**src/rtl/alu_seq.sv**
```systemverilog
// Multi-cycle ALU with start/busy/done handshake and registered result, zero and divByZero flags.
// Define ALU_SEQ_MULDIV_EN to build the iterative shift-add multiplier and restoring divider.
module alu_seq #(
    parameter int WIDTH = 32
) (
    input  logic             clock,
    input  logic             reset_n,
    input  logic             start,
    input  logic [WIDTH-1:0] data1,
    input  logic [WIDTH-1:0] data2,
    input  logic [5:0]       operation,
    input  logic [1:0]       ALUOp,
    output logic             busy,
    output logic             done,
    output logic             zero,
    output logic             divByZero,
    output logic [WIDTH-1:0] aluResult
);
    localparam int SHW = $clog2(WIDTH);
    localparam int CW  = SHW + 1;

    localparam logic [5:0] OP_MUL = 6'b001001;
    localparam logic [5:0] OP_DIV = 6'b001010;
    localparam logic [5:0] OP_MOD = 6'b001011;

`ifdef ALU_SEQ_MULDIV_EN
    typedef enum logic [1:0] {IDLE = 2'd0, EXEC = 2'd1, ITER = 2'd2, DONE = 2'd3} state_t;
    localparam logic [CW-1:0] CNT_ONE  = CW'(1);
    localparam logic [CW-1:0] CNT_LAST = CW'(WIDTH - 1);
`else
    typedef enum logic [1:0] {IDLE = 2'd0, EXEC = 2'd1, DONE = 2'd3} state_t;
`endif

    state_t           state_r;
    logic [WIDTH-1:0] a_r;
    logic [WIDTH-1:0] b_r;
    logic [5:0]       op_r;
    logic [1:0]       aluop_r;
    logic             cmp_s;
    logic             dbz_s;

    // Single-cycle result; a zero divisor yields all-ones quotient and remainder = dividend.
    function automatic logic [WIDTH-1:0] alu_fn(input logic [1:0] mode, input logic [5:0] op,
                                                input logic [WIDTH-1:0] a, input logic [WIDTH-1:0] b);
        logic [WIDTH-1:0] r;
        r = {WIDTH{1'b0}};
        case (mode)
            2'b01, 2'b11: r = b;
            2'b10:        r = a - b;
            2'b00: begin
                case (op)
                    6'b000000: r = a;
                    6'b000001: r = a + b;
                    6'b000010: r = a - b;
                    6'b000011: r = a & b;
                    6'b000100: r = a | b;
                    6'b000101: r = a ^ b;
                    6'b000110: r = ~a;
                    6'b000111: r = a << b[SHW-1:0];
                    6'b001000: r = a >> b[SHW-1:0];
`ifdef ALU_SEQ_MULDIV_EN
                    OP_DIV:    r = {WIDTH{1'b1}};
                    OP_MOD:    r = a;
`endif
                    default:   r = {WIDTH{1'b0}};
                endcase
            end
            default: r = {WIDTH{1'b0}};
        endcase
        return r;
    endfunction

    // Compare flag and divide-by-zero flag from the latched request.
    always_comb begin
        cmp_s = (aluop_r == 2'b10) ? (a_r != b_r) : (a_r == b_r);
`ifdef ALU_SEQ_MULDIV_EN
        dbz_s = (aluop_r == 2'b00) && ((op_r == OP_DIV) || (op_r == OP_MOD)) && (b_r == {WIDTH{1'b0}});
`else
        dbz_s = 1'b0;
`endif
    end

`ifdef ALU_SEQ_MULDIV_EN
    logic [CW-1:0]    cnt_r;
    logic [WIDTH:0]   acc_r;
    logic [WIDTH-1:0] q_r;
    logic [WIDTH-1:0] mc_r;
    logic [WIDTH:0]   acc_nx_s;
    logic [WIDTH-1:0] q_nx_s;
    logic [WIDTH-1:0] mc_nx_s;
    logic [WIDTH:0]   rem_sh_s;
    logic [WIDTH:0]   rem_sub_s;
    logic             needs_iter_s;

    // One iteration: shift-add for multiply, restore-or-keep step for divide (borrow = sub MSB).
    always_comb begin
        rem_sh_s  = {acc_r[WIDTH-1:0], q_r[WIDTH-1]};
        rem_sub_s = rem_sh_s - {1'b0, b_r};
        mc_nx_s   = mc_r << 1;
        if (op_r == OP_MUL) begin
            acc_nx_s = {1'b0, acc_r[WIDTH-1:0] + (q_r[0] ? mc_r : {WIDTH{1'b0}})};
            q_nx_s   = q_r >> 1;
        end else if (rem_sub_s[WIDTH]) begin
            acc_nx_s = rem_sh_s;
            q_nx_s   = {q_r[WIDTH-2:0], 1'b0};
        end else begin
            acc_nx_s = rem_sub_s;
            q_nx_s   = {q_r[WIDTH-2:0], 1'b1};
        end
        needs_iter_s = (aluop_r == 2'b00) &&
                       ((op_r == OP_MUL) || (((op_r == OP_DIV) || (op_r == OP_MOD)) && !dbz_s));
    end
`endif

    // Control FSM with registered handshake and result outputs.
    always_ff @(posedge clock or negedge reset_n) begin
        if (!reset_n) begin
            state_r   <= IDLE;
            busy      <= 1'b0;
            done      <= 1'b0;
            zero      <= 1'b0;
            divByZero <= 1'b0;
            aluResult <= {WIDTH{1'b0}};
            a_r       <= {WIDTH{1'b0}};
            b_r       <= {WIDTH{1'b0}};
            op_r      <= 6'd0;
            aluop_r   <= 2'd0;
`ifdef ALU_SEQ_MULDIV_EN
            cnt_r     <= {CW{1'b0}};
            acc_r     <= {(WIDTH+1){1'b0}};
            q_r       <= {WIDTH{1'b0}};
            mc_r      <= {WIDTH{1'b0}};
`endif
        end else begin
            done <= 1'b0;
            case (state_r)
                IDLE, DONE: begin
                    if (start) begin
                        a_r     <= data1;
                        b_r     <= data2;
                        op_r    <= operation;
                        aluop_r <= ALUOp;
                        busy    <= 1'b1;
                        state_r <= EXEC;
                    end else begin
                        busy    <= 1'b0;
                        state_r <= IDLE;
                    end
                end
                EXEC: begin
`ifdef ALU_SEQ_MULDIV_EN
                    if (needs_iter_s) begin
                        acc_r   <= {(WIDTH+1){1'b0}};
                        q_r     <= (op_r == OP_MUL) ? b_r : a_r;
                        mc_r    <= a_r;
                        cnt_r   <= {CW{1'b0}};
                        state_r <= ITER;
                    end else begin
                        aluResult <= alu_fn(aluop_r, op_r, a_r, b_r);
                        zero      <= cmp_s;
                        divByZero <= dbz_s;
                        busy      <= 1'b0;
                        done      <= 1'b1;
                        state_r   <= DONE;
                    end
`else
                    aluResult <= alu_fn(aluop_r, op_r, a_r, b_r);
                    zero      <= cmp_s;
                    divByZero <= dbz_s;
                    busy      <= 1'b0;
                    done      <= 1'b1;
                    state_r   <= DONE;
`endif
                end
`ifdef ALU_SEQ_MULDIV_EN
                ITER: begin
                    acc_r <= acc_nx_s;
                    q_r   <= q_nx_s;
                    mc_r  <= mc_nx_s;
                    cnt_r <= cnt_r + CNT_ONE;
                    if (cnt_r == CNT_LAST) begin
                        aluResult <= (op_r == OP_DIV) ? q_nx_s : acc_nx_s[WIDTH-1:0];
                        zero      <= cmp_s;
                        divByZero <= 1'b0;
                        busy      <= 1'b0;
                        done      <= 1'b1;
                        state_r   <= DONE;
                    end else begin
                        state_r <= ITER;
                    end
                end
`endif
                default: begin
                    busy    <= 1'b0;
                    state_r <= IDLE;
                end
            endcase
        end
    end
endmodule

```
**config.mk**
```make
export PLATFORM = sky130hd
export DESIGN_NAME = alu_seq
export DESIGN_NICKNAME = d
export VERILOG_FILES = /design/src/rtl/alu_seq.sv
export SDC_FILE = /design/constraint.sdc
export NUM_CORES = 1
export LEC_CHECK = 0
export ABC_CLOCK_PERIOD_IN_PS = 5900
export CAP_MARGIN = 20
export CORE_ASPECT_RATIO = 1.4
export CORE_MARGIN = 4
export CORE_UTILIZATION = 55
export DETAILED_ROUTE_END_ITERATION = 10
export HOLD_SLACK_MARGIN = 0.15
export PLACE_DENSITY = 0.76
export SLEW_MARGIN = 20
export SYNTH_ARGS = -nofsm -noshare
export SYNTH_HDL_FRONTEND = slang
export SYNTH_SLANG_ARGS = --single-unit
```
**constraint.sdc**
```tcl
create_clock -name clock -period 5.9 [get_ports clock]
set_clock_uncertainty 0.2 [all_clocks]
set_input_delay 1.475 -clock clock [delete_from_list [all_inputs] [get_ports clock]]
set_output_delay 1.475 -clock clock [all_outputs]
set_load 0.01 [all_outputs]
```
---- After elaboration in Yosys (flattened, before gate mapping) ----
Cells that the tools add are included.
Widths: inputs -> output; s select.
word-level totals
  output and inout port bits .............. 36
  memory bits (writable) .................. 0
  memory bits (read-only) ................. 0
  flip-flop bits (word level) ............. 109
  memories ................................ 0
  input bits .............................. 75
  latch bits .............................. 0
operators by class
  shift operators ......................... 2
  bitwise operators ....................... 4
  mux-type cells .......................... 8
  multipliers ............................. 0
  add/sub/neg operators ................... 2
  div/mod/pow operators ................... 0
  equal/unequal tests ..................... 15
  reductions and logical operators ........ 6
  magnitude comparators ................... 0
operators with widths
  operator            count
  $pmux 32 s9         1
  $pmux 32 s3         1
  $add 32x32->32      1
  $and 32x32->32      1
  $eq 32x32->1        1
  $ne 32x32->1        1
  $not 32->32         1
  $or 32x32->32       1
  $shl 32x5->32       1
  $shr 32x5->32       1
  $sub 32x32->32      1
  $xor 32x32->32      1
  $eq 6x3->1 const B  4
  $eq 6x2->1 const B  2
  $eq 2x2->1 const B  3
  $eq 6x1->1 const B  1
  $eq 6x4->1 const B  1
  $logic_not 6->1     1
  $mux 1              5
  $eq 2x1->1 const B  2
  $logic_not 2->1     2
  $pmux 2 s2          1
  $reduce_or 2->1     2
  $reduce_and 2->1    1

---- Longest topological paths before layout ----
Gate-level depths: netlist of the first run.
  depth after elaboration ................. 3
  gate-level depth with buffers ........... 15

---- Worst setup path before layout of the first run ----
Ideal clock, no wire load.
  path kind ............................... register -> register
  start point ............................. register b_r[2]
  end point ............................... register aluResult[28]
  buffers on the path ..................... 4
  slack ................................... 2.019 ns
  data required time ...................... 5.577 ns
  data arrival time ....................... 3.558 ns
  cell stages (with the launch flop) ...... 16
  cell sequence ........................... dfrtp_1 > buf_2 > inv_2 > buf_2 > clkbuf_1 > buf_2 > ha_1 > nor2b_1 > o221ai_1 > a21oi_2 > a21oi_1 > o32ai_1 > a41oi_1 > or3_1 > o21a_1 > o221a_1
on the way
  word-level cells in the longest chain between the ends .. 3
ends and longest elaborated chain
  what                                    line    text
  from (decl)                             36      logic [WIDTH-1:0] b_r;
  from (signal assigned)                  125     b_r <= {WIDTH{1'b0}};
  from (signal assigned)                  140     b_r <= data2;
  $sub 32x32->32 (tied with other cells)  49, 54
  $pmux 32 s9                             51      case (op)
  $pmux 32 s3 *                           47      case (mode)
  to (signal assigned)                    123     aluResult <= {WIDTH{1'b0}};
  to (signal assigned)                    167     aluResult <= alu_fn(aluop_r, op_r, a_r, b_r);
  to (decl)                               17      output logic [WIDTH-1:0] aluResult
Mark *: on every way between the ends. The rest lies on a longest branch, timed or not.
A chain may end at the register's enable or synchronous reset.

---- Final worst setup path of the first run ----
  start point ............................. register a_r[21]
  end point ............................... register aluResult[30]
on the way
  word-level cells in the longest chain between the ends .. 3
ends and longest elaborated chain
  what                                    line    text
  from (decl)                             35      logic [WIDTH-1:0] a_r;
  from (signal assigned)                  124     a_r <= {WIDTH{1'b0}};
  from (signal assigned)                  139     a_r <= data1;
  $sub 32x32->32 (tied with other cells)  49, 54
  $pmux 32 s9                             51
  $pmux 32 s3 *                           47
Marked as above.

==> results of run 1 <==
[registers in the layout, summed over array words and instances (netlist names)]
name       flops
aluResult     32
zero           1
aluop_r        2
done           1
b_r           32
busy           1
a_r           32
state_r        1
op_r           6
[worst reg2reg max path, cell delays in order (launching register included)]
cell      delay, ns
dfrtp_1        0.74
inv_1          0.35
ha_1           0.38
buf_4          0.22
nor4_1         0.62
a21boi_0       0.60
o21ai_0        0.22
a21oi_1        0.20
nor3_1         0.06
o211ai_1       0.33
mux2i_1        0.25
a31oi_1        0.09
[kinds of logic (layout without fill, tap and decap cells)]
logic type / count (synthesis) / in the layout / synth area share, %
adder cells (fa/ha/maj): 109 / 109 / 10.1
buffers and inverters: 248 / 257 / 7.61
AO/OA/AOI/OAI: 638 / 638 / 30.4
XOR/XNOR: 37 / 37 / 2.37
AND/OR/NAND/NOR: 557 / 557 / 18.3
flip-flops: 108 / 108 / 19.8
other: 1 / 2 / 0.0274
multiplexers: 121 / 121 / 11.4
[path summary, 6_finish.rpt]
| check | from | to | slack (ns) | cells past startpoint |
|---|---|---|---|---|
| worst max-delay path | a_r[21]$_DFFE_PN0P_ | aluResult[30]$_DFFE_PN0P_ | 1.52 | 11 |
| worst min register to register | aluResult[5]$_DFFE_PN0P_ | aluResult[5]$_DFFE_PN0P_ | 0.30 | 1 |
| worst min-delay path | aluResult[5]$_DFFE_PN0P_ | aluResult[5]$_DFFE_PN0P_ | 0.30 | 1 |
| worst max register to register | a_r[21]$_DFFE_PN0P_ | aluResult[30]$_DFFE_PN0P_ | 1.52 | 11 |
| min in group asynchronous | reset_n | b_r[30]$_DFFE_PN0P_ | 1.02 | 1 |
| max in group asynchronous | reset_n | a_r[9]$_DFFE_PN0P_ | 3.28 | 2 |
[area by class of cell]
type | instances | area, sq um
clock buffers | 11 | 233
well taps | 315 | 394
fillers | 2305 | 9530
flip-flops and latches | 108 | 2710
inverters | 99 | 372
diodes | 1 | 2.50
repair buffers | 142 | 1340
clock inverters | 5 | 62.6
multi-input cells | 1463 | 9950
[routing by layer]
layer	part of all wire, %	vias to the layer above	wire [um]
met5	0	-	0
li1	-	6687	-
met4	7.0	0	4400
met1	37	7488	23300
met2	44	1206	27700
met3	12	287	7720
[per-stage QoR]
stage | util [%] | setup WS (ns)
final | 61.2 | 1.52
after detailed placement | 60.0 | 1.68
after global placement | 60.0 | 1.68
after floorplan | - | 2.02
after global routing | 61.2 | 1.39
after CTS | 61.2 | 1.66
[placed cells by master (no fill, tap or decap), drive strengths merged, types with 22 or more instances in the layout]
master           n
ha             107
inv             99
nor2           175
buf             34
nand3           28
a21oi          156
nor3            35
mux4            24
dfrtp          108
clkdlybuf4s50  108
a211oi          29
nand2          212
o211ai          36
a31oi           29
o21ai          170
xnor2           32
mux2            27
mux2i           70
a221oi          22
==> results by group, run 1 <==
Clock tree
  – # hold bufs at CTS: 0
  – CTS buffer count: 9
  – Setup bufs post-CTS: 0
  – CTS Buffer Depth: 2
  – Clk slew on worst S/H paths: 0.08 ns
  – Root Driver: clkbuf_16
  – Clk sinks: about 110
  – Cells resized by post-CTS repair: 0
  – H-Tree Depth: 3
  – Clk_lat worst skew: approximately 0.4 ns
  – CTS tree: built

Final layout
  – Non-filler cells, final: 2144
  – Number of nets in the layout: 2007
  – Layout cells sized above 1: between 7 and 8%
  – P&R area growth vs syn: 10.2%
  – Final Instance Area: around 15000 sq um

Worst setup path
  – Endpoint class of the critical path: flop
  – Worst path bufs/invs: 2
  – CP max stage delay: approximately 0.74 ns
  – Req. time, crit path: slightly below 6 ns
  – Critical path's top delay family: compound AO/OA/AOI/OAI gates
  – CP arrival: around 4.4 ns
  – Crit Path Max Fanout: 16
  – CP Cell Sequence: inv_1 > ha_1 > buf_4 > nor4_1 > a21boi_0 > o21ai_0 > a21oi_1 > nor3_1 > o211ai_1 > mux2i_1 > a31oi_1
  – Setup CP Type: flop to flop
  – Slowest CP cell: dfrtp_1
  – CP Launch Type: flop

STA
  – Endpoints failing setup: 0
  – Hold WS: 0.303 ns
  – Fin. max-slew vios: 0
  – Setup TNS: 0 ns
  – Slew headroom: 23.4%
  – Final Cycle Share: between 70 and 80%
  – Slew at the pin closest to its max-slew limit: 1.15 ns
  – RSZ-0062 raised after global routing: no
  – Fmax: about 230 MHz
  – Final hold vios: 0
  – Shortest period the worst path allows: 4.38 ns

Die
  – Chip width: 141 um
  – Ports: ~110
  – Core area: about 25000 sq um
  – Rows: 68
  – Starting density of the core: 55.6%
  – Die area: 27500 sq um
  – Die H: 195 um

Job
  – Max Cap Violations: 0

Detailed routing
  – Antenna-violating nets left: 0
  – WL/cell: between 20 and 30 um
  – Vias: around 16000
  – Final wirelength: around 63000 um
  – Starting DRT DRC Count: ~2400
  – DRC errors left: 0
  – Vias per cell: 7.31
  – First drt pass iteration count: 6

Yosys
  – Yosys top cell area share: just under 20%
  – Synth top cells by count: nand2_1, nor2_1, a21oi_1
  – Post-synth EDFFs: 0
  – Leading area contributor after synthesis: dfrtp_1
  – Cell variety after synth: between 90 and 100
  – Post-Syn Nets: 2003
  – Async S/R FF share, synth: 100%
  – Sequential element share of the synthesized area: slightly below 20%
  – Most common cell in the netlist: nand2_1
  – Post-Syn Instances: 1819
  – Synthesized area: between 10000 and 15000 sq um
  – Avg Inst Size Synth: 7.51 sq um
  – Top FF cell, synth: dfrtp_1
  – Post-synthesis register bit count: approximately 110
  – Syn. warnings: 0
  – Largest cells by area after synthesis: dfrtp_1, ha_1, nand2_1, a21oi_1, o21ai_0

Global route
  – All-Layer GR Usage: 44.9%
  – Met1 Use GR: between 50% and 60%
  – Number of global-route vias before repair: 14800
  – Initial antenna violation count: 1
  – Congestion Overflow GR: 0
  – Met2 usage: approximately two thirds
  – GRT met3 Usage: between 10% and 20%
  – Largest net degree at the start of global routing: 93
  – First-pass GRT wire length: 94000 um
  – Top Usage Layer GRT: met2

Place
  – Post-Place Cell Area: about 15000 sq um
  – Dpl hpwl: around 47000 um
  – Port Buf Inserts: 109
  – Placed cell count: roughly 2100
  – GPL Wtd Cong: approximately 1.2

Worst hold path
  – Hold/Removal Path Class: flop to flop

Status
  – Status: finished, final reports clean
Power of run 1 is not shown: default switching activity piles up to over one toggle a cycle in this logic, so the estimate is an artifact.
==> run 2, diff against run 1 <==
--- a/config.mk
+++ b/config.mk
@@ -5,7 +5,7 @@
 export SDC_FILE = /design/constraint.sdc
 export NUM_CORES = 1
 export LEC_CHECK = 0
-export ABC_CLOCK_PERIOD_IN_PS = 5900
+export ABC_CLOCK_PERIOD_IN_PS = 4530
 export CAP_MARGIN = 20
 export CORE_ASPECT_RATIO = 1.4
 export CORE_MARGIN = 4
==> constraint.sdc (replaced) <==
create_clock -name clock -period 4.53 [get_ports clock]
set_clock_uncertainty 0.2 [all_clocks]
set_input_delay 1.1325 -clock clock [delete_from_list [all_inputs] [get_ports clock]]
set_output_delay 1.1325 -clock clock [all_outputs]
set_load 0.01 [all_outputs]
==> results by group, run 2 (synthesized netlist as in run 1, its figures left out) <==
STA
  – RSZ-0062 raised after global routing: no (unchanged)
  – Final worst slack: 0.226 ns (was 1.52 ns)
  – Hold WS: 0.310 ns (was 0.303 ns)
  – Fin. max-slew vios: 0 (unchanged)
  – Final hold vios: 0 (unchanged)
  – Fmax: 232 MHz (was 228 MHz)
  – Slew headroom: 28.2% (was 23.4%)
  – Shortest period the worst path allows: 4.30 ns (was 4.38 ns)
  – Slew at the pin closest to its max-slew limit: 1.07 ns (was 1.15 ns)
  – Setup TNS: 0 ns (unchanged)
  – Final Cycle Share: 95.0% (was 74.2%)
  – Endpoints failing setup: 0 (unchanged)

Worst setup path
  – Setup CP Type: flop to flop (unchanged)
  – CP Launch Type: flop (unchanged)
  – R2r worst-path depth: 11 (unchanged)
  – Setup slack, reg-to-reg: 0.23 ns (was 1.52 ns)
  – Req. time, crit path: 4.57 ns (was 5.96 ns)
  – CP arrival: 4.34 ns (was 4.44 ns)
  – Worst r2r dst: aluResult[17]$_DFFE_PN0P_ (was aluResult[30]$_DFFE_PN0P_)
  – Crit Path Max Fanout: 12 (was 16)
  – Endpoint class of the critical path: flop (unchanged)
  – Worst r2r src: b_r[4]$_DFFE_PN0P_ (was a_r[21]$_DFFE_PN0P_)

Detailed routing
  – Starting DRT DRC Count: 2660 (was 2371)
  – First drt pass iteration count: 8 (was 6)
  – Vias per cell: 7.25 (was 7.31)
  – Final wirelength: 65700 um (was 63100 um)
  – WL/cell: 30.0 um (was 29.5 um)
  – DRC errors left: 0 (unchanged)
  – Antenna-violating nets left: 0 (unchanged)
  – Vias: 15900 (was 15700)

Final layout
  – Most common cell after layout, fill and taps aside: nand2_1 (unchanged)
  – Multi-input gate area: 9940 sq um (was 9950 sq um)
  – FILL cells: 2184 (was 2305)
  – P&R area growth vs syn: 13.1% (was 10.2%)
  – Layout cells sized above 1: 9.34% (was 7.00%)
  – FF/Latch Area: 2710 sq um (unchanged)
  – Number of nets in the layout: 2053 (was 2007)
  – Top Registers: a_r (32), aluResult (32), b_r (32) (unchanged)
  – Antenna Diode Count: 0 (was 1)
  – Highest-count cells in the layout ignoring fill and taps: nand2_1, nor2_1, a21oi_1 (unchanged)

Global route
  – All-Layer GR Usage: 46.7% (was 44.9%)
  – First-pass GRT wire length: 98000 um (was 94000 um)
  – Congestion Overflow GR: 0 (unchanged)
  – Initial antenna violation count: 1 (unchanged)
  – Number of global-route vias before repair: 15500 (was 14800)
  – Largest net degree at the start of global routing: 88 (was 93)

Place
  – Pre-CTS setup slack: 0.510 ns (was 1.68 ns)
  – GPL Wtd Cong: 1.12 (was 1.16)
  – Dpl hpwl: 49700 um (was 46900 um)
  – Port Buf Inserts: 109 (unchanged)

Die
  – Starting density of the core: 55.6% (unchanged)
  – Core area: 24600 sq um (unchanged)
  – Rows: 68 (unchanged)
  – Ports: 111 (unchanged)
  – Chip width: 141 um (unchanged)
  – Die H: 195 um (unchanged)
  – Die area: 27500 sq um (unchanged)

Clock tree
  – CTS Buffer Depth: 2 (unchanged)
  – Clk_lat worst skew: 0.39 ns (about the same)
  – Cells resized by post-CTS repair: 0 (unchanged)
  – CTS tree: built (unchanged)
  – CTS buffer count: 9 (unchanged)
  – H-Tree Depth: 3 (unchanged)
  – Clk sinks: 108 (unchanged)
  – Clk slew on worst S/H paths: 0.10 ns (was 0.08 ns)
  – Root Driver: clkbuf_16 (unchanged)
  – # hold bufs at CTS: 0 (unchanged)
  – Setup bufs post-CTS: 0 (unchanged)

Worst hold path
  – Hold depth: 2 (was 1)
  – Hold/Removal Path Class: flop to flop (unchanged)
  – Hold Path Sink: aluResult[8]$_DFFE_PN0P_ (was aluResult[5]$_DFFE_PN0P_)
  – HP Start: aluResult[8]$_DFFE_PN0P_ (was aluResult[5]$_DFFE_PN0P_)

Status
  – Status: finished, final reports clean (unchanged)

Job
  – Max Cap Violations: 0 (unchanged)
[run 2: area by class of cell]
| type | count | share of cell area (%) |
|---|---|---|
| multi-input cells | 1463 | 64.3 |
| inverters | 99 | 2.40 |
| repair buffers | 188 | 11.3 |
| flip-flops and latches | 108 | 17.5 |
| clock inverters | 5 | 0.316 |
| well taps | 315 | 2.55 |
| clock buffers | 11 | 1.63 |
[run 2: critical path: stages (launching register included)]
cell and delay (ns):
dfrtp_1 0.53, inv_1 0.21, ha_1 0.49, nor2_1 0.29, o2111ai_1 0.23, a211oi_1 0.40
o21ai_0 0.28, a21oi_1 0.34, a41oi_1 0.19, xnor2_1 0.20, a222oi_1 0.62, a21oi_1 0.15
[run 2: layer usage]
layer | wire (um) | global-route usage, % | up-vias
li1 | - | - | 6770
met1 | 23200 | 57.0 | 7410
met2 | 28900 | 72.1 | 1284
met3 | 7960 | 13.1 | 408
met4 | 5690 | 29.9 | 2
met5 | 18 | 0 | -
[run 2: how the worst max path moves through the flow]
stage / startpoint / to / cells past startpoint
2_1_floorplan: b_r[2]$_DFFE_PN0P_ / aluResult[28]$_DFFE_PN0P_ / 15
3_3_place_gp: b_r[0]$_DFFE_PN0P_ / aluResult[26]$_DFFE_PN0P_ / 10
3_5_place_dp: b_r[0]$_DFFE_PN0P_ / aluResult[26]$_DFFE_PN0P_ / 10
4_1_cts: b_r[4]$_DFFE_PN0P_ / aluResult[17]$_DFFE_PN0P_ / 11
5_1_grt: b_r[0]$_DFFE_PN0P_ / aluResult[26]$_DFFE_PN0P_ / 10
6_report: b_r[4]$_DFFE_PN0P_ / aluResult[17]$_DFFE_PN0P_ / 11
[run 2: per-stage QoR]
step	area, sq um	util (%)	instances
6_report	15500	62.9	2189
5_1_grt	15500	62.9	2189
4_1_cts	15500	62.9	2189
3_5_place_dp	15200	61.7	2173
3_3_place_gp	15200	61.7	2173
2_1_floorplan	13700	-	1819
Power of run 2 is left out for the same reason.
==> run 3, diff against run 2 <==
--- a/config.mk
+++ b/config.mk
@@ -5,7 +5,6 @@
 export SDC_FILE = /design/constraint.sdc
 export NUM_CORES = 1
 export LEC_CHECK = 0
-export ABC_CLOCK_PERIOD_IN_PS = 4530
 export CAP_MARGIN = 20
 export CORE_ASPECT_RATIO = 1.4
 export CORE_MARGIN = 4
==> results of run 3 <==
The final DEF is identical to that of run 2; final timing and power are the same.
Power of run 3 is left out for the same reason.
